`config.mk`:
```
export PLATFORM = sky130hd
export DESIGN_NAME = add6to3_accum
export DESIGN_NICKNAME = d
export VERILOG_FILES = /design/src/rtl/add6to3_accum_pkg.sv /design/src/rtl/add6to3.sv /design/src/rtl/add6to3_accum.sv
export SDC_FILE = /design/constraint.sdc
export NUM_CORES = 1
export LEC_CHECK = 0
export CORE_UTILIZATION = 30
export CTS_CLUSTER_DIAMETER = 40
export DETAILED_ROUTE_END_ITERATION = 16
export GPL_ROUTABILITY_DRIVEN = 0
export PLACE_DENSITY = 0.48
export SLEW_MARGIN = 20
export SYNTH_ARGS = -nofsm -noshare
export SYNTH_HDL_FRONTEND = slang
export SYNTH_SLANG_ARGS = --single-unit
```
`constraint.sdc`:
```
create_clock -name clk -period 6.1 [get_ports clk]
set_input_delay 0.915 -clock clk [delete_from_list [all_inputs] [get_ports clk]]
set_output_delay 0.915 -clock clk [all_outputs]
set_load 0.005 [all_outputs]
```
`src/rtl/add6to3_accum_pkg.sv`:
```
// Shared types and constants for the iterative 6:3 carry-save accumulator.
package add6to3_accum_pkg;

    // Controller states, 2-bit encoding.
    typedef enum logic [1:0] {
        IDLE    = 2'd0,
        ACCUM   = 2'd1,
        RESOLVE = 2'd2,
        DONE    = 2'd3
    } state_t;

    // Weights of the second and third carry-save vectors relative to the first.
    localparam int unsigned SHIFT_1 = 1;
    localparam int unsigned SHIFT_2 = 2;

endpackage

```
`src/rtl/add6to3.sv`:
```
// 6:3 per-bit counter array.
// Each bit column counts the ones among its six inputs and reports the 3-bit
// count in place, so that i0+..+i5 == o0_c + (o1_c<<1) + (o2_c<<2) (mod 2^WIDTH).
// Ports:
//   i0..i5   in   WIDTH  operands
//   o0_c     out  WIDTH  weight-1 bit of each column count
//   o1_c     out  WIDTH  weight-2 bit of each column count
//   o2_c     out  WIDTH  weight-4 bit of each column count
module add6to3 #(
    parameter int unsigned WIDTH = 64
) (
    input  logic [WIDTH-1:0] i0,
    input  logic [WIDTH-1:0] i1,
    input  logic [WIDTH-1:0] i2,
    input  logic [WIDTH-1:0] i3,
    input  logic [WIDTH-1:0] i4,
    input  logic [WIDTH-1:0] i5,
    output logic [WIDTH-1:0] o0_c,
    output logic [WIDTH-1:0] o1_c,
    output logic [WIDTH-1:0] o2_c
);

    for (genvar j = 0; j < int'(WIDTH); j++) begin : g_col
        logic [2:0] col_cnt;

        // Population count of one bit column (0..6).
        assign col_cnt = 3'(i0[j]) + 3'(i1[j]) + 3'(i2[j])
                       + 3'(i3[j]) + 3'(i4[j]) + 3'(i5[j]);
        assign o0_c[j] = col_cnt[0];
        assign o1_c[j] = col_cnt[1];
        assign o2_c[j] = col_cnt[2];
    end

endmodule

```
`src/rtl/add6to3_accum.sv`:
```
// Iterative multi-operand accumulator: three operands per beat are folded into
// a carry-save triple (s0, s1, s2) through one shared add6to3 array; after the
// last beat a single carry-propagate add resolves the sum (mod 2^WIDTH).
// Ports:
//   clk, rst          clock, synchronous active-high reset
//   in_valid/in_ready beat handshake; in_a/in_b/in_c operands, in_last final beat
//   out_valid/out_ready result handshake
//   out_sum           resolved sum, modulo 2^WIDTH
//   out_beats         beats accepted, saturating at 2^CNT_W-1
module add6to3_accum
    import add6to3_accum_pkg::*;
#(
    parameter int unsigned WIDTH = 64,
    parameter int unsigned CNT_W = 8
) (
    input  logic             clk,
    input  logic             rst,
    input  logic             in_valid,
    output logic             in_ready,
    input  logic [WIDTH-1:0] in_a,
    input  logic [WIDTH-1:0] in_b,
    input  logic [WIDTH-1:0] in_c,
    input  logic             in_last,
    output logic             out_valid,
    input  logic             out_ready,
    output logic [WIDTH-1:0] out_sum,
    output logic [CNT_W-1:0] out_beats
);

    localparam logic [CNT_W-1:0] CNT_MAX = {CNT_W{1'b1}};

    state_t           state_q, state_d;
    logic [WIDTH-1:0] s0_q, s1_q, s2_q;
    logic [WIDTH-1:0] s0_d, s1_d, s2_d;
    logic [CNT_W-1:0] cnt_q, cnt_d;
    logic [WIDTH-1:0] sum_d;
    logic             valid_d;
    logic             ready_d;

    logic [WIDTH-1:0] fb1, fb2;
    logic [WIDTH-1:0] o0, o1, o2;
    logic             hs;
    logic [CNT_W-1:0] cnt_inc;

    // Re-weight the redundant feedback; bits shifted past WIDTH-1 are dropped.
    assign fb1     = s1_q << SHIFT_1;
    assign fb2     = s2_q << SHIFT_2;
    assign hs      = in_valid && in_ready;
    assign cnt_inc = (cnt_q == CNT_MAX) ? cnt_q : cnt_q + CNT_W'(1);

    add6to3 #(
        .WIDTH (WIDTH)
    ) u_add6to3 (
        .i0   (s0_q),
        .i1   (fb1),
        .i2   (fb2),
        .i3   (in_a),
        .i4   (in_b),
        .i5   (in_c),
        .o0_c (o0),
        .o1_c (o1),
        .o2_c (o2)
    );

    // Next-state and next-value logic.
    always_comb begin
        state_d = state_q;
        s0_d    = s0_q;
        s1_d    = s1_q;
        s2_d    = s2_q;
        cnt_d   = cnt_q;
        sum_d   = out_sum;
        valid_d = 1'b0;
        ready_d = 1'b0;

        unique case (state_q)
            IDLE: begin
                // Feedback is zero here, so the array sums only the new beat.
                if (hs) begin
                    s0_d    = o0;
                    s1_d    = o1;
                    s2_d    = o2;
                    cnt_d   = CNT_W'(1);
                    state_d = in_last ? RESOLVE : ACCUM;
                end
            end
            ACCUM: begin
                if (hs) begin
                    s0_d  = o0;
                    s1_d  = o1;
                    s2_d  = o2;
                    cnt_d = cnt_inc;
                    if (in_last) begin
                        state_d = RESOLVE;
                    end
                end
            end
            RESOLVE: begin
                sum_d   = s0_q + fb1 + fb2;
                state_d = DONE;
            end
            DONE: begin
                if (out_ready) begin
                    s0_d    = '0;
                    s1_d    = '0;
                    s2_d    = '0;
                    cnt_d   = '0;
                    state_d = IDLE;
                end
            end
            default: begin
                state_d = IDLE;
            end
        endcase

        // Handshake flags are registered from the upcoming state.
        valid_d = (state_d == DONE);
        ready_d = (state_d == IDLE) || (state_d == ACCUM);
    end

    // State and datapath registers.
    always_ff @(posedge clk) begin
        if (rst) begin
            state_q   <= IDLE;
            s0_q      <= '0;
            s1_q      <= '0;
            s2_q      <= '0;
            cnt_q     <= '0;
            out_sum   <= '0;
            out_valid <= 1'b0;
            in_ready  <= 1'b1;
        end else begin
            state_q   <= state_d;
            s0_q      <= s0_d;
            s1_q      <= s1_d;
            s2_q      <= s2_d;
            cnt_q     <= cnt_d;
            out_sum   <= sum_d;
            out_valid <= valid_d;
            in_ready  <= ready_d;
        end
    end

    assign out_beats = cnt_q;

endmodule

```
## Yosys cells after proc, flatten, opt, wreduce, memory -nomap -nowiden

Index checks and enable logic that the tools add are counted.

| storage, ports and cells | value |
|---|---|
| register bits after elaboration | 265 |
| input port bits | 197 |
| output and inout port bits | 74 |
| logic and storage cells | 366 |

| cells by class | value |
|---|---|
| add/sub/neg operators | 320 |
| eq/ne operators | 11 |
| muxes and demuxes | 18 |
| reductions and logical operators | 9 |

Operators by type and width:

| cell | number |
|---|---|
| 3-bit by 1-bit adder with 3-bit output | 185 |
| 2-bit by 1-bit adder with 3-bit output | 60 |
| 64-bit adder | 2 |
| 64-bit 2-to-1 mux | 2 |
| 64-bit one-hot mux with 2 select lines | 1 |
| 1-bit by 1-bit adder with 2-bit output | 63 |
| 63-bit one-hot mux with 2 select lines | 1 |
| 62-bit one-hot mux with 2 select lines | 1 |
| 63-bit 2-to-1 mux | 1 |
| 62-bit 2-to-1 mux | 1 |
| 8-bit 2-to-1 mux | 4 |
| 8-bit one-hot mux with 3 select lines | 1 |
| 2-bit 2-to-1 mux | 5 |
| 2-bit by 1-bit adder with 2-bit output | 4 |
| 8-bit by 1-bit adder with 8-bit output, second input constant | 1 |
| 8-bit == test, second input constant | 1 |
| 2-bit inequality test, second input constant | 4 |
| 2-bit one-hot mux with 4 select lines | 1 |
| 2-bit == test, second input constant | 3 |
| 1-bit adder | 5 |
| 5-bit AND reduction | 1 |
| 2-bit by 1-bit == test with 1-bit output, second input constant | 2 |
| 2-bit zero test | 2 |
| 3-bit AND reduction | 1 |
| 6 further kinds | 6 |

## Depth between registers and ports, before layout

Gate-level depths: netlist of the first run.

| logic depth | value |
|---|---|
| word-level depth | 7 |
| gate-level depth with buffers | 15 |

## Modules after synthesis

Synthesis of the first run repeated with hierarchy kept, for this count alone.

| second synthesis, totals | value |
|---|---|
| cells, all modules | 2252 |
| area, all modules | 20061.7 µm² |

Modules (own cells, without submodules):

| module | times used | cells each | area an instance (µm²) | sequential area each (µm²) |
|---|---|---|---|---|
| add6to3_accum | 1 | 1571 | 13822.0 | 5305.1 |
| add6to3 | 1 | 681 | 6239.7 | 0.0 |

## Least setup slack after synthesis of the first run

Ideal clock, no wire load.

| timing path | value |
|---|---|
| path kind | register to register |
| start | reg s0_q[20] |
| end | reg out_sum[63] |
| arrival | 3.328 ns |
| setup slack | 2.693 ns |
| stages on the path, launching flop included | 15 |
| path buffers | 1 |
| path through | dfxtp_1 > fa_1 > ha_1 > buf_2 > and4_1 > and4_4 > nand3_1 > and3_1 > a211oi_2 > o211ai_1 > a211o_1 > a2111o_1 > nand2_1 > a311oi_1 > a211oi_2 |

| on the way | value |
|---|---|
| cells in the longest elaborated chain, start to end | 2 |

RTL lines:

| item | line | RTL |
|---|---|---|
| start: declaration | add6to3_accum.sv:33 | `logic [WIDTH-1:0] s0_q, s1_q, s2_q;` |
| start signal: assignment | add6to3_accum.sv:125 | `s0_q <= '0;` |
| start signal: assignment | add6to3_accum.sv:134 | `s0_q <= s0_d;` |
| 64-bit adder (2 in series) | add6to3_accum.sv:99 | `sum_d = s0_q + fb1 + fb2;` |
| end signal: assignment | add6to3_accum.sv:138 | `out_sum <= sum_d;` |
| end: declaration | add6to3_accum.sv:26 | `output logic [WIDTH-1:0] out_sum,` |

Every way passes these cells.
A chain may end at the register's enable or synchronous reset.

## Final worst setup path of the first run

| timing path | value |
|---|---|
| start | reg s0_q[2] |
| end | reg out_sum[60] |

The elaborated chain is that of the path after synthesis.

==> summary.txt, run 1 <==
Finish
  • Multi-input logic area: 12,400 µm²
  • Final Net Count: 2,918
  • Post-Layout Cell Count: 3,242
  • Layout cells sized above 1: 5.47%
  • Core Util, Final: 39.6%
  • Area Growth Syn to Fin: 29.8%
  • # fillers: 6,315
  • Diode count: 0
  • Register area: 5310 µm²

STA
  • Setup TNS: 0 ps
  • RSZ-0062 raised after global routing: false
  • Minimum clock period: ~4400 ps
  • Worst slew pin tran: between 1000 and 1500 ps
  • Hold_ws: 451 ps
  • Fin crit share: 72.3%
  • Final setup vio count: 0
  • Worst slew margin: 31.3%
  • FMAX: 227 MHz
  • Worst Skew: 18.9 ps
  • Max Slew Vio Count: 0
  • Final count of hold timing violations: 0

Synth
  • EDFF count, synth: 0
  • Mapped Cells: 2,110
  • Synthesis Warnings: 0
  • Syn Area/Cell: 9.16 µm²
  • Netlist cell types: 56
  • Post-synth net total: 2,681
  • Yosys top cell area share: a little over a quarter
  • Post-synth top cells: 338 x inv_1, 265 x dfxtp_1, 247 x fa_1, 231 x nor2_1, 189 x a22oi_1
  • Area leader, netlist: dfxtp_1
  • Post-Syn Area: 19,300 µm²
  • Synth Flop Type: dfxtp_1
  • Post-synthesis sequential area ratio: about 27%
  • Most frequent cell after synthesis: inv_1
  • Synth Register Bits: 265
  • Ranking of synthesized cells by area: dfxtp_1 27%, fa_1 26%, ha_1 8.2%
  • Ys async rst share: 0%

Setup path
  • Crit-path max FO: 5
  • CP max-delay cell: fa_1
  • Path depth of the worst reg2reg path: 15
  • Cells along the critical path: fa_1, ha_1, inv_1, fa_1, nand2b_1, a21oi_1, o211ai_1, a311oi_1, o211ai_1, nand2_1, a31oi_1, nor3b_1, a221o_1, a21oi_1, nand4b_1
  • Arr. time, crit path: 4860 ps
  • Required @ worst endpoint: between 6000 and 7000 ps
  • Slowest stage delay, CP: 550 ps
  • Crit path capture type: flop
  • CP Launch Type: flop
  • Critical path class: reg2reg

Clocking
  • Setup repair bufs after CTS: 0
  • Skew-Pair Late Insertion Delay: roughly 580 ps
  • Clock slew at reported path FFs: approximately 50 ps
  • Clock root buffer: clkbuf_16
  • # clock sinks: 265
  • Bufs on Longest Clock Path: 3
  • Post-cts resize count: 0
  • CTS HTree Levels: 3
  • CTS tree: done
  • # hold bufs at CTS: 0
  • CTS Buf Count: 66

GRT
  • Vias in the first global route: between 15,000 and 20,000
  • Gr ovfl total: 0
  • First-pass GRT wire length: 89,900 µm
  • Largest net degree at the start of global routing: 126
  • Initial antenna violation count: 1
  • GRT Total Usage: 17.1%

Placement
  • Placed cell count: roughly 3,100
  • Port Buffers: 270
  • Post-DP HPWL: 41,600 µm

Floorplanning
  • Die X: between 200 and 300 µm
  • Row count: 92
  • Initial Util: 30.5%
  • Die Y: 256 µm
  • DIE AREA: 65,500 µm²
  • Core area: between 60,000 and 70,000 µm²
  • IO Pins: 271

Route
  • Total vias in the final route: 15,500
  • TritonRoute pass-1 iters: 5
  • WL final: 55,100 µm
  • # DRC: 0
  • Antenna Nets Post-Route: 0
  • Wire per inst: 17.0 µm
  • DR vias/cell: 4.78
  • DR iter-0 viols: 825

Status
  • Outcome: finished, final reports clean

Flow run
  • Max cap viols: 0

Power
  • PD cells: 336 nW/µm²
  • Pleak: 10.9 nW
  • Peak supply drop: 184 µV
  • Total power: 8.44 mW

Min path
  • Class of the worst hold path: reg2reg
  • WHS Path Cells: 2
-- final timing paths --
kind / slack [ps] / from / endpoint
worst max-delay path: 1690 / s0_q[2] / out_sum[60]
worst min-delay path: 450 / out_sum[54] / out_sum[54]
worst max register to register: 1690 / s0_q[2] / out_sum[60]
worst min register to register: 450 / out_sum[54] / out_sum[54]
-- power by group --
| part | switching, mW | internal, mW | leakage (nW) |
|---|---|---|---|
| clock | 1.12 | 2.48 | 1.11 |
| sequential | 0.231 | 1.95 | 2.16 |
| combinational | 1.47 | 1.19 | 7.62 |
| total | 2.83 | 5.61 | 10.9 |
-- area by class of cell --
type | instances | share of cell area [%]
clock buffer | 91 | 7.77
inverter | 338 | 5.06
sequential | 265 | 21.1
timing repair buffer | 279 | 11.1
tap | 846 | 4.22
clock inverter | 26 | 1.39
multi-input combinational | 1397 | 49.3
-- layout by cell type, fill, tap and decap left out, types with 12 or more instances in the layout --
| cell type | instances |
|---|---|
| fa_1 | 247 |
| clkdlybuf4s50_1 | 269 |
| clkbuf_8 | 15 |
| inv_1 | 338 |
| a21oi_1 | 132 |
| nor2_1 | 230 |
| ha_1 | 127 |
| xor2_1 | 21 |
| nand2_1 | 153 |
| o211ai_1 | 12 |
| o21ai_0 | 36 |
| a22oi_1 | 189 |
| nand3_1 | 18 |
| nand4_1 | 21 |
| a31oi_1 | 12 |
| dfxtp_1 | 265 |
| xnor2_1 | 41 |
| o21bai_1 | 15 |
| a21o_1 | 21 |
| clkbuf_16 | 69 |
-- stage by stage --
step	cell area (µm²)	setup WS (ps)
after floorplan	19300	2690
after global placement	22800	1780
after detailed placement	22800	1720
after CTS	25100	1670
after global routing	25100	1360
final	25100	1690
-- flip-flops by register name, summed over array words and instances (netlist names) --
name,count
out_beats,8
out_valid,1
s1_q,63
s0_q,64
in_ready,1
state_q,2
s2_q,62
out_sum,64
-- routing by layer --
metal  up-vias  part of all wire, %  global-route usage (%)
met5         -                0.024                       0
met4         2                  2.4                    5.04
met3        97                  5.3                    3.98
met2       392                   47                    28.0
met1      7538                   46                    22.5
li1       7471                    -                       -
-- kinds of logic (layout without fill, tap and decap cells) --
logic type      Yosys count  after routing  share of synthesized area (%)
buf+inv                 448            734                           8.73
flops                   265            265                           27.4
xor+xnor                 62             62                           2.81
fa+ha+maj               374            374                           33.8
compound gates          476            476                           16.4
simple gates            484            484                           10.7
mux                       1              1                         0.0518
-- critical path, delay by kind of cell (launching register included) --
kind                       cells  cell delay [ps]
DFF                            1              350
buffers and inverters          1               60
adders and majority gates      3             1100
and+or+nand+nor                4              980
AOI/OAI and AO/OA              7             1810
Note: power is estimated with default switching activity, not from simulation.
==> run 2: changes to the inputs <==
--- a/config.mk
+++ b/config.mk
@@ -9,7 +9,7 @@
 export CTS_CLUSTER_DIAMETER = 40
 export DETAILED_ROUTE_END_ITERATION = 16
 export GPL_ROUTABILITY_DRIVEN = 0
-export PLACE_DENSITY = 0.48
+export PLACE_DENSITY = 0.5
 export SLEW_MARGIN = 20
 export SYNTH_ARGS = -nofsm -noshare
 export SYNTH_HDL_FRONTEND = slang
==> constraint.sdc (replaced) <==
create_clock -name clk -period 3.5 [get_ports clk]
set_input_delay 0.525 -clock clk [delete_from_list [all_inputs] [get_ports clk]]
set_output_delay 0.525 -clock clk [all_outputs]
set_load 0.005 [all_outputs]
==> run 2 against run 1 <==
The flow now finishes with violations (setup timing). Non-clock buffer count grew 191. Worst hold slack lost 22 ps. Total power grew 76%. Sequential power grew 71%. Critical path depth shrank 1. Wire length grew 2.2%. Global-route usage grew 0.14 points. Critical path type unchanged. Critical endpoint is now out_sum[55]. Largest cell class unchanged.
==> summary.txt, run 2 (synthesized netlist as in run 1, its figures left out) <==
Finish
  • Most frequent cells in the layout: 337 x inv_1, 269 x clkdlybuf4s50_1, 261 x dfxtp_1
  • Area Growth Syn to Fin: 38.4%
  • Commonest non-fill, non-tap cell in the layout: inv_1
  • Post-Layout Cell Count: 3,421 (+5.5%)
  • Layout cells sized above 1: 14.7% (+9.2 points)
  • Biggest regs: out_sum: 64 flops, s0_q: 64 flops, s1_q: 63 flops
  • Diode count: 0 (unchanged)
  • Final Net Count: 3,099 (+6.2%)

Setup path
  • Crit-path max FO: 3 (-2)
  • Buf/Inv on CP: 1 (unchanged)
  • CP max-delay cell: fa_2
  • Cells along the critical path: fa_2, ha_4, and4_4, and4_4, nand3_1, and3_4, a211oi_2, buf_4, o211ai_1, a211o_1, a2111o_1, a21oi_2, nand3b_1, a21oi_1
  • Crit path capture type: flop
  • R2R setup slack: -140 ps (-1830 ps)
  • Launch point of the worst path: s1_q[17]
  • Worst R2R End: out_sum[55]
  • Slowest stage delay, CP: 490 ps (-60 ps)
  • CP Launch Type: flop
  • Required @ worst endpoint: 3980 ps (-2570 ps)
  • Arr. time, crit path: 4110 ps (-750 ps)
  • Crit path max-delay family: compound AO/OA/AOI/OAI gates
  • Critical path class: reg2reg
  • R2r startpoint: s1_q[17]
  • Path depth of the worst reg2reg path: 14 (-1)
  • CP most frequent cell: and4_4

Min path
  • Class of the worst hold path: in2reg
  • Hold Crit Start: rst
  • WHS Path Cells: 2 (unchanged)
  • WHS Endpoint: s1_q[54]

STA
  • FMAX: 275 MHz (+21%)
  • Worst Skew: 27.7 ps (+8.84 ps)
  • Fin crit share: 104% (+32 points)
  • Worst slew pin tran: 827 ps (-204 ps)
  • Max Slew Vio Count: 0 (unchanged)
  • Final setup vio count: 8 (+8)
  • Setup ws final: -136 ps (-1830 ps)
  • Final count of hold timing violations: 0 (unchanged)
  • RSZ-0062 raised after global routing: true
  • Minimum clock period: 3640 ps (-775 ps)
  • Worst slew margin: 44.8% (+14 points)

Power
  • Total power: 14.8 mW (+76%)
  • Peak supply drop: 377 µV (+110%)
  • Pleak: 11.9 nW (+8.8%)
  • PD cells: 554 nW/µm² (+65%)

Clocking
  • Bufs on Longest Clock Path: 3 (unchanged)
  • Clock slew at reported path FFs: 50 ps (about the same)
  • Skew-Pair Late Insertion Delay: 610 ps (+30 ps)
  • CTS tree: done
  • # clock sinks: 265 (unchanged)
  • Clock root buffer: clkbuf_16
  • CTS HTree Levels: 2 (-1)
  • # hold bufs at CTS: 0 (unchanged)
  • CTS Buf Count: 56 (-15%)

Route
  • DR iter-0 viols: 710 (-14%)
  • WL final: 56,300 µm (+2.2%)
  • # DRC: 0 (unchanged)
  • Antenna Nets Post-Route: 0 (unchanged)
  • Total vias in the final route: 16,201 (+4.5%)
  • TritonRoute pass-1 iters: 5 (unchanged)
  • DR vias/cell: 4.74 (-0.95%)
  • Wire per inst: 16.4 µm (-3.2%)

Status
  • Violated checks: setup timing
  • Outcome: complete, but fails checks

Floorplanning
  • Row count: 92 (unchanged)
  • Initial Util: 30.5% (unchanged)
  • Die X: 256 µm (unchanged)
  • Core area: 63,300 µm² (unchanged)
  • DIE AREA: 65,500 µm² (unchanged)
  • IO Pins: 271 (unchanged)
  • Die Y: 256 µm (unchanged)

GRT
  • GRT Total Usage: 17.3% (+0.14 points)
  • Vias in the first global route: 17,188 (+3.5%)
  • Gr ovfl total: 0 (unchanged)
  • First-pass GRT wire length: 91,500 µm (+1.8%)
  • Largest net degree at the start of global routing: 104 (-17%)
  • Initial antenna violation count: 1 (unchanged)

Placement
  • Post-DP HPWL: 43,100 µm (+3.6%)
  • Placed cell count: 3,305 (+5.8%)
  • Port Buffers: 270 (unchanged)

Flow run
  • Max cap viols: 0 (unchanged)
==> run 2: worst max-delay path by stage <==
stage                  endpoint  slack [ps]  depth (start not counted)
floorplan           out_sum[63]          90                         14
global placement    out_sum[60]        -390                         16
detailed placement  out_sum[60]        -570                         16
CTS                 out_sum[60]        -130                         16
global route        out_sum[55]        -280                         16
finish              out_sum[55]        -140                         14
==> run 2: power breakdown <==
| group | switching (mW) | total, mW | internal, mW |
|---|---|---|---|
| Combinational | 2.82 | 5.37 | 2.56 |
| Clock | 1.90 | 5.71 | 3.81 |
| Sequential | 0.344 | 3.73 | 3.39 |
==> run 2: worst reg2reg max path, cell delays in order (launching register included) <==
cell,delay (ps)
dfxtp_1,360
fa_2,490
ha_4,310
and4_4,240
and4_4,230
nand3_1,80
and3_4,180
a211oi_2,210
buf_4,160
o211ai_1,140
a211o_1,350
a2111o_1,450
a21oi_2,130
nand3b_1,120
a21oi_1,60
==> run 2: what timing repair did <==
item / 4_1_cts / 5_1_grt
hold endpoints to repair: 0 / 0
pin swaps: 28 / 36
gates resized for setup: 38 / 46
buffers inserted: 6 / 7
endpoints found under the setup margin: 24 / 24
==> run 2: cell type report <==
type / instances / area [µm²]
inverter: 338 / 1270
clock buffer: 65 / 1500
timing repair buffer: 470 / 4330
tap: 846 / 1060
fill: 6184 / 36600
clock inverter: 40 / 533
sequential: 265 / 5310
multi-input combinational: 1397 / 12800
==> run 2: through the flow <==
stage / hold WS, ps / utilization [%] / TNS [ps] / setup WS [ps] / instance area (µm²)
floorplan: 448 / - / 0 / 92.9 / 19300
global placement: 442 / 38.2 / -3010 / -386 / 24200
detailed placement: 445 / 38.2 / -4900 / -567 / 24200
CTS: 416 / 41.8 / -680 / -128 / 26500
global route: 436 / 42.2 / -2030 / -283 / 26700
finish: 428 / 42.2 / -564 / -136 / 26700
==> run 2: routing by layer <==
layer  global-route usage (%)  routed length (µm)  up-vias
met2                     28.8               26900      356
li1                         -                   -     7817
met1                     22.2               24900     7939
met3                     3.84                3070       89
met5                        0                   0        -
met4                     5.27                1390        0
==> run 3: changes to the inputs <==
--- a/config.mk
+++ b/config.mk
@@ -5,6 +5,7 @@
 export SDC_FILE = /design/constraint.sdc
 export NUM_CORES = 1
 export LEC_CHECK = 0
+export CORE_MARGIN = 4
 export CORE_UTILIZATION = 30
 export CTS_CLUSTER_DIAMETER = 40
 export DETAILED_ROUTE_END_ITERATION = 16
==> run 3 against run 2 <==
The run still ends with setup timing left. Flip-flop and latch count did not move. Die area rose by 4.7%. Count of clock-buffer cells in the layout rose by 23. Sequential share of layout area fell by 0.15 points. Register-to-register slack barely moved. Sequential power barely moved. Maximum frequency rose by 0.13%. Critical endpoint unchanged. Largest power group unchanged.
==> summary.txt, run 3 (synthesized netlist as in run 1, its figures left out) <==
Placement
  • Placed cell count: 3,308 (+0.091%)
  • Cell Area, Placed: 24,200 µm² (about the same)
  • Port Buffers: 270 (unchanged)
  • Post-DP HPWL: 43,900 µm (+1.9%)
  • Setup WS pre-CTS: -393 ps (+174 ps)

Setup path
  • Crit path max-delay family: compound AO/OA/AOI/OAI gates
  • R2r startpoint: s1_q[18]
  • Cells along the critical path: fa_1, ha_4, and4_4, and4_4, nand3_2, and3_4, a211oi_2, buf_4, o211ai_1, a211o_1, a2111o_1, a21oi_1, nand3b_1, a21oi_1
  • Required @ worst endpoint: 3930 ps (-50 ps)
  • CP max-delay cell: fa_1
  • Launch point of the worst path: s1_q[18]
  • Crit path capture type: flop
  • Arr. time, crit path: 4060 ps (-50 ps)
  • Critical path class: reg2reg
  • Slowest stage delay, CP: 530 ps (+40 ps)
  • Buf/Inv on CP: 1 (unchanged)
  • Crit-path max FO: 3 (unchanged)
  • CP Launch Type: flop

Route
  • Antenna Nets Post-Route: 0 (unchanged)
  • # DRC: 0 (unchanged)
  • DR vias/cell: 4.71 (-0.46%)
  • Total vias in the final route: 16,192 (-0.056%)
  • WL final: 57,500 µm (+2.3%)
  • DR iter-0 viols: 832 (+17%)
  • TritonRoute pass-1 iters: 5 (unchanged)
  • Wire per inst: 16.8 µm (+1.8%)

STA
  • Final count of hold timing violations: 0 (unchanged)
  • Hold_ws: 451 ps (+23.1 ps)
  • Max Slew Vio Count: 0 (unchanged)
  • FMAX: 275 MHz (+0.13%)
  • RSZ-0062 raised after global routing: true
  • Setup ws final: -131 ps (+4.66 ps)
  • Fin crit share: 104% (-0.13 points)
  • Worst slew pin tran: 852 ps (+24.3 ps)
  • Setup TNS: -283 ps (+281 ps)
  • Worst Skew: 20.8 ps (-6.93 ps)
  • Final setup vio count: 4 (-4)
  • Worst slew margin: 43.2% (-1.6 points)
  • Minimum clock period: 3630 ps (-4.66 ps)

Status
  • Outcome: complete, but fails checks
  • Violated checks: setup timing

GRT
  • Gr ovfl total: 0 (unchanged)
  • First-pass GRT wire length: 91,900 µm (+0.46%)
  • Initial antenna violation count: 1 (unchanged)
  • Largest net degree at the start of global routing: 106 (+1.9%)
  • Vias in the first global route: 17,541 (+2.1%)
  • GRT Total Usage: 16.7% (-0.60 points)

Finish
  • Post-Layout Cell Count: 3,435 (+0.41%)
  • Most frequent cells in the layout: 337 x inv_1, 269 x clkdlybuf4s50_1, 258 x dfxtp_1
  • Diode count: 0 (unchanged)
  • Layout cells sized above 1: 14.9% (+0.23 points)
  • Commonest non-fill, non-tap cell in the layout: inv_1
  • Final Cell Area: 27,000 µm² (+0.81%)
  • Biggest regs: out_sum: 64 flops, s0_q: 64 flops, s1_q: 63 flops
  • Core Util, Final: 42.5% (+0.27 points)
  • # fillers: 6,168 (-0.26%)
  • Final Net Count: 3,109 (+0.32%)
  • Area Growth Syn to Fin: 39.5%

Clocking
  • CTS tree: done
  • CTS HTree Levels: 3 (+1)
  • Skew-Pair Late Insertion Delay: 570 ps (-40 ps)
  • # clock sinks: 265 (unchanged)
  • Clock slew at reported path FFs: 50 ps (about the same)
  • Clock root buffer: clkbuf_16
  • Bufs on Longest Clock Path: 3 (unchanged)
  • CTS Buf Count: 67 (+20%)

Power
  • Total power: 15.5 mW (+4.3%)
  • Peak supply drop: 325 µV (-14%)
  • Pleak: 11.9 nW (+0.69%)
  • PD cells: 573 nW/µm² (+3.5%)

Floorplanning
  • Initial Util: 30.5% (-0.055 points)
  • DIE AREA: 68,600 µm² (+4.7%)
  • Row count: 92 (unchanged)
  • Die X: 262 µm (+2.3%)
  • Core area: 63,400 µm² (+0.18%)
  • Die Y: 262 µm (+2.3%)
  • IO Pins: 271 (unchanged)

Flow run
  • Max cap viols: 0 (unchanged)

Min path
  • Hold Crit Start: out_sum[32]
  • Class of the worst hold path: reg2reg
-- run 3: cell types whose count changed in the layout (fill, tap and decap cells not counted), sizes merged --
cell,delta
bufinv,-3
buf,-1
inv,-1
clkinvlp,+3
clkinv,-7
clkbuf,+23
-- run 3: routing by layer --
layer / GRT usage [%] / routed length, µm / up-vias
met5: 0 / 13 / -
li1: - / - / 7848
met2: 28.6 / 28300 / 311
met4: 3.68 / 1040 / 2
met1: 21.6 / 25100 / 7953
met3: 3.81 / 3010 / 78
-- run 3: path summary, 6_finish.rpt --
| path | end | slack (ps) | cells after the start |
|---|---|---|---|
| min reg2reg | out_sum[32] | 450 | 2 |
| min | out_sum[32] | 450 | 2 |
| max | out_sum[55] | -130 | 14 |
| max reg2reg | out_sum[55] | -130 | 14 |
-- run 3: what timing repair did --
action,CTS,global route
buffers inserted,3,5
setup endpoints to repair,22,20
hold buffers,0,0
hold endpoints to repair,0,0
pin swaps,37,24
resized for setup,40,37
-- run 3: layout make-up --
class / count / area, µm² / area share [%]
timing repair buffer: 469 / 4290 / 15.9
tap: 846 / 1060 / 3.93
multi-input combinational: 1397 / 12700 / 47.2
clock buffer: 88 / 1900 / 7.04
inverter: 338 / 1270 / 4.71
clock inverter: 32 / 407 / 1.51
sequential: 265 / 5310 / 19.7
-- run 3: worst reg2reg max path: cells and delay by family (launching register included) --
kind / cells / cell delay (ps)
DFF: 1 / 320
buffers and inverters: 1 / 160
adders and majority gates: 2 / 830
and+or+nand+nor: 5 / 810
AOI/OAI and AO/OA: 6 / 1370
-- run 3: report_power, final --
group | internal (mW) | leakage [nW] | switching, mW | total, mW
Combinational | 2.58 | 8.66 | 2.82 | 5.40
Clock | 4.33 | 1.12 | 1.98 | 6.31
Sequential | 3.40 | 2.16 | 0.348 | 3.74
Total | 10.3 | 11.9 | 5.15 | 15.5
==> RTL edit 1 (flow settings as in run 3) <==
`WIDTH` is set to 64 in 2 places; all go to 32.
--- a/src/rtl/add6to3.sv
+++ b/src/rtl/add6to3.sv
@@ -8,5 +8,5 @@
 //   o2_c     out  WIDTH  weight-4 bit of each column count
 module add6to3 #(
-    parameter int unsigned WIDTH = 64
+    parameter int unsigned WIDTH = 32
 ) (
     input  logic [WIDTH-1:0] i0,
--- a/src/rtl/add6to3_accum.sv
+++ b/src/rtl/add6to3_accum.sv
@@ -11,5 +11,5 @@
     import add6to3_accum_pkg::*;
 #(
-    parameter int unsigned WIDTH = 64,
+    parameter int unsigned WIDTH = 32,
     parameter int unsigned CNT_W = 8
 ) (
Interface: changed (resized in_a, in_b, in_c and out_sum); port bits go from 271 to 143. No check against the original RTL was run, so the function may have changed too.
==> RTL edit 1 against run 3 <==
  * Core utilization shrank 3.9 points
  * Cell count shrank 53%
  * Hold slack lost 0.00061 ns
  * Worst setup slack gained 0.37 ns
  * Combinational power shrank 56%
  * Sequential cell count shrank 128
  * Final area shrank 55%
  * Routed wire length shrank 57%
  * Synthesized area shrank 49%
  * Critical path depth shrank 1
  * Power shrank 60%
  * Critical path type unchanged
  * Largest power group is now combinational cells
  * Highest routed layer is now met4
==> RTL edit 1: results (changes against run 3) <==
| Metric | Value |
|---|---|
| Routed vias/inst | `4.70 (was 4.71)` |
| Distinct cell type count after synthesis | `64 (was 56)` |
| Wire per inst | `15.4 µm (was 16.8 µm)` |
| HPWL after DPL | `18,200 µm (was 43,900 µm)` |
| Reg2reg end | `out_sum[24] (was out_sum[55])` |
| Clock Path Buffers | `2 (was 3)` |
| Clock skew | `0.0160 ns (was 0.0208 ns)` |
| Nets | `1,453 (was 3,109)` |
| Delay-heaviest family, CP | `adder cells (was compound AO/OA/AOI/OAI gates)` |
| Cells after DPL | `1,585 (was 3,308)` |
| H-tree depth | `4 (was 3)` |
| Largest net degree at the start of global routing | `96 (was 106)` |
| Worst R2R Setup Slack | `0.24 ns (was -0.13 ns)` |
| Final setup viols | `0 (was 4)` |
| Launching point of the worst reg2reg path | `s0_q[2] (was s1_q[18])` |
| Layout cells sized above 1 | `0.0558 (was 0.149)` |
| Top Registers | `out_sum: 32 flops, s0_q: 32 flops, s1_q: 31 flops (was out_sum: 64 flops, s0_q: 64 flops, s1_q: 63 flops)` |
| Worst-case vdd ir drop | `327 µV (was 325 µV)` |
| Clk_lat worst skew | `0.43 ns (was 0.57 ns)` |
| Switching Share | `0.363 (was 0.333)` |
| Critical path fanouts, max | `7 (was 3)` |
| FILL cells | `3,242 (was 6,168)` |
| Area after DPL | `11,600 µm² (was 24,200 µm²)` |
| Top post-synthesis cells by area | `dfxtp_1 (28%), fa_1 (24%), ha_1 (8.1%), a22oi_1 (7.1%), inv_1 (6.6%) (was dfxtp_1 (27%), fa_1 (26%), ha_1 (8.2%), a22oi_1 (7.3%), inv_1 (6.6%))` |
| Leakage | `5.27 nW (was 11.9 nW)` |
| Vias in the first global route | `7,885 (was 17,500)` |
| Syn nets | `1,331 (was 2,681)` |
| Outcome | `finished clean (was finished, violations left)` |
[RTL edit 1: cell count changes in the layout (fill, tap and decap cells not counted), sizes merged, moves of 113 or more]
cell and change:
inv -170, dfxtp -128, buf -188, nor2 -113
clkdlybuf4s50 -128, fa -128
[RTL edit 1: routing by layer]
metal,GRT usage,wire length (µm),vias up
li1,-,-,3753
met1,0.197,12200,3703
met2,0.231,11300,134
met3,0.0371,1240,16
met4,0.0362,272,0
met5,0,0,-
[RTL edit 1: power groups by stage]
stage                     sequential, mW  combinational, mW  clock [mW]
after floorplan                     1.95               1.70           0
after global routing                2.00               2.78        2.01
after detailed placement            2.00               2.39           0
after global placement              2.00               2.37           0
final                               1.97               2.37        1.88
after CTS                           1.97               2.41        1.95
[RTL edit 1: logic make-up after synthesis]
kind of cell / Yosys count / synth area share
AO/OA/AOI/OAI: 239 / 0.173
XOR/XNOR: 20 / 0.0179
adder cells (fa/ha/maj): 182 / 0.325
buffers and inverters: 222 / 0.0855
flip-flops: 137 / 0.281
multiplexers: 1 / 0.00103
AND/OR/NAND/NOR: 247 / 0.117
[RTL edit 1: repair_timing]
| action | CTS | global route |
|---|---|---|
| buffers inserted | 0 | 0 |
| endpoints found under the setup margin | 0 | 4 |
| gates resized for setup | 0 | 0 |
[RTL edit 1: area by class of cell]
cell class / instances / share of cell area
timing repair buffer: 152 / 0.124
sequential: 137 / 0.224
clock inverter: 10 / 0.00949
multi-input combinational: 689 / 0.506
inverter: 173 / 0.0529
clock buffer: 22 / 0.0395
tap: 435 / 0.0444
[RTL edit 1: worst max-delay path by stage]
stage               startpoint     endpoint  slack [ns]  cells past startpoint
floorplan              s0_q[2]  out_sum[26]        0.51                     13
global placement       s0_q[2]  out_sum[26]        0.24                     13
detailed placement     s0_q[2]  out_sum[24]        0.14                     13
CTS                    s0_q[2]  out_sum[24]        0.11                     13
global route           s0_q[2]  out_sum[24]        0.02                     13
finish                 s0_q[2]  out_sum[24]        0.24                     13
[RTL edit 1: stage by stage]
step,worst slack (ns),hold WS [ns],power (mW),utilization
5_1_grt,0.0163,0.467,6.79,0.386
2_1_floorplan,0.514,0.448,3.64,-
3_3_place_gp,0.237,0.440,4.38,0.366
6_report,0.240,0.451,6.22,0.386
4_1_cts,0.109,0.455,6.33,0.385
3_5_place_dp,0.136,0.443,4.40,0.366
[RTL edit 1: worst register-to-register path: cells and delay by family (launching register included)]
family          cells  cell delay [ns]
compound gates      4             0.91
fa+ha+maj           3             1.00
buf+inv             3             0.19
flops               1             0.37
simple gates        3             0.66
==> RTL edit 2 (config.mk and constraints of run 3) <==
Made on the original files. `s2_q` no longer has a reset.
--- a/src/rtl/add6to3_accum.sv
+++ b/src/rtl/add6to3_accum.sv
@@ -125,5 +125,4 @@
             s0_q      <= '0;
             s1_q      <= '0;
-            s2_q      <= '0;
             cnt_q     <= '0;
             out_sum   <= '0;
@@ -134,5 +133,4 @@
             s0_q      <= s0_d;
             s1_q      <= s1_d;
-            s2_q      <= s2_d;
             cnt_q     <= cnt_d;
             out_sum   <= sum_d;
@@ -142,4 +140,8 @@
     end
 
+    always_ff @(posedge clk) begin
+        s2_q <= s2_d;
+    end
+
     assign out_beats = cnt_q;
 
Function: not settled (the Yosys comparison gave no result); the edit may change what the design does.
==> RTL edit 2 against run 3 <==
  * The flow still finishes with violations (negative setup slack)
  * Synthesized area is 2.9% higher
  * Worst setup slack better by 0.093 ns
  * First-iteration DRC count up 2.0%
  * Cell count rose by 0.99%
  * Global-route usage hardly changed
  * Final area decreased by 0.67%
  * Sequential cell count is the same
  * Routed wire length up 2.5%
  * Critical endpoint is now out_sum[63]
Power is not compared: it rests on default switching activity, and its combinational part moved more than twofold at a synthesized area within 25%.
==> RTL edit 2: results (changes against run 3) <==
| Metric | Value |
|---|---|
| Outcome | `finished, violations left (unchanged)` |
| Failing checks | `negative setup slack (unchanged)` |
| Setup TNS | `-0.0993 ns (was -0.283 ns)` |
| Final hold slack | `0.229 ns (was 0.451 ns)` |
| Post-Syn Instances | `2,193 (was 2,110)` |
| Final setup viols | `4 (unchanged)` |
| Synth Area in Compound Gates | `0.129 (was 0.164)` |
| Syn nets | `2,764 (was 2,681)` |
| HPWL after DPL | `45,200 µm (was 43,900 µm)` |
| First-pass GRT wire length | `94,500 µm (was 91,900 µm)` |
| Post-synth top cells | `inv_1 (395), nor2_1 (299), fa_1 (247) (was inv_1 (338), dfxtp_1 (265), fa_1 (247))` |
| Setup ws final | `-0.0384 ns (was -0.131 ns)` |
| Worst rel slew slack | `0.354 (was 0.432)` |
| Layout cells sized above 1 | `0.112 (was 0.149)` |
| Post-Layout Cell Count | `3,469 (was 3,435)` |
| Area after DPL | `24,200 µm² (about the same)` |
| Worst reg2reg path depth | `13 (was 14)` |
| Hold WC Path Type | `primary input to register (was register to register)` |
| Met2 Use GR | `0.271 (was 0.286)` |
| Clock skew | `0.0132 ns (was 0.0208 ns)` |
| Met2 WL | `27,500 µm (was 28,300 µm)` |
| Distinct cell type count after synthesis | `65 (was 56)` |
| Top post-synthesis cells by area | `fa_1 (25%), dfxtp_1 (20%), edfxtp_1 (9.4%), ha_1 (8.0%), inv_1 (7.5%) (was dfxtp_1 (27%), fa_1 (26%), ha_1 (8.2%), a22oi_1 (7.3%), inv_1 (6.6%))` |
| Post-place setup slack | `-0.394 ns (was -0.393 ns)` |
| Clk_lat worst skew | `0.61 ns (was 0.57 ns)` |
| Critical path arrival | `4.07 ns (was 4.06 ns)` |
| Nets | `3,123 (was 3,109)` |
| Total CTS buffers | `61 (was 67)` |
| Post-synth EDFFs | `62 (was 0)` |
| Top Layer Used | `met4 (was met5)` |
| Worst Hold Launch | `rst (was out_sum[32])` |
| Met1 usage | `0.227 (was 0.216)` |
-- RTL edit 2: cell types whose count changed after synthesis, moves of 9 or more --
cell	change
nand3_1	+12
nor3_1	+9
inv_1	+57
a21oi_1	+68
dfxtp_1	-62
o21ai_0	+13
nor2_1	+68
edfxtp_1	+62
clkbuf_1	-19
a22oi_1	-124
-- RTL edit 2: power breakdown --
part / internal, mW / switching, mW / leakage [nW]
logic: 5.35 / 6.73 / 8.11
clock network: 4.10 / 2.06 / 1.09
registers: 3.97 / 0.691 / 2.28
total: 13.4 / 9.48 / 11.5
-- RTL edit 2: critical path, cell delays in order, from the launching register on --
cell and delay, ns:
edfxtp_1 0.39, fa_1 0.48, ha_1 0.35, a21o_1 0.18, o21bai_2 0.21, o2111ai_2 0.28
a21oi_1 0.17, a21oi_2 0.21, nor3_4 0.08, a2111oi_4 0.34, buf_4 0.19, nor4b_1 0.06
or3_1 0.36, a31oi_1 0.16
-- RTL edit 2: worst max-delay path by stage --
stage / from / to / slack [ns] / depth (start not counted)
finish: s2_q[4] / out_sum[63] / -0.04 / 13
CTS: s2_q[2] / out_sum[53] / -0.03 / 12
detailed placement: s2_q[0] / out_sum[54] / -0.39 / 15
global placement: s2_q[0] / out_sum[54] / -0.22 / 15
global route: s2_q[4] / out_sum[63] / -0.17 / 13
floorplan: s2_q[0] / out_sum[54] / 0.05 / 14
-- RTL edit 2: cell type report --
class | instances | area (µm²)
clock buffer | 70 | 1700
clock inverter | 46 | 539
fill | 6436 | 39000
inverter | 395 | 1480
multi-input combinational | 1439 | 12400
sequential | 265 | 5930
tap | 864 | 1080
timing repair buffer | 390 | 3640
-- RTL edit 2: repair_timing --
action	4_1_cts	5_1_grt
buffers inserted	6	10
resized for setup	25	38
pin swaps	17	25
endpoints found under the setup margin	23	24
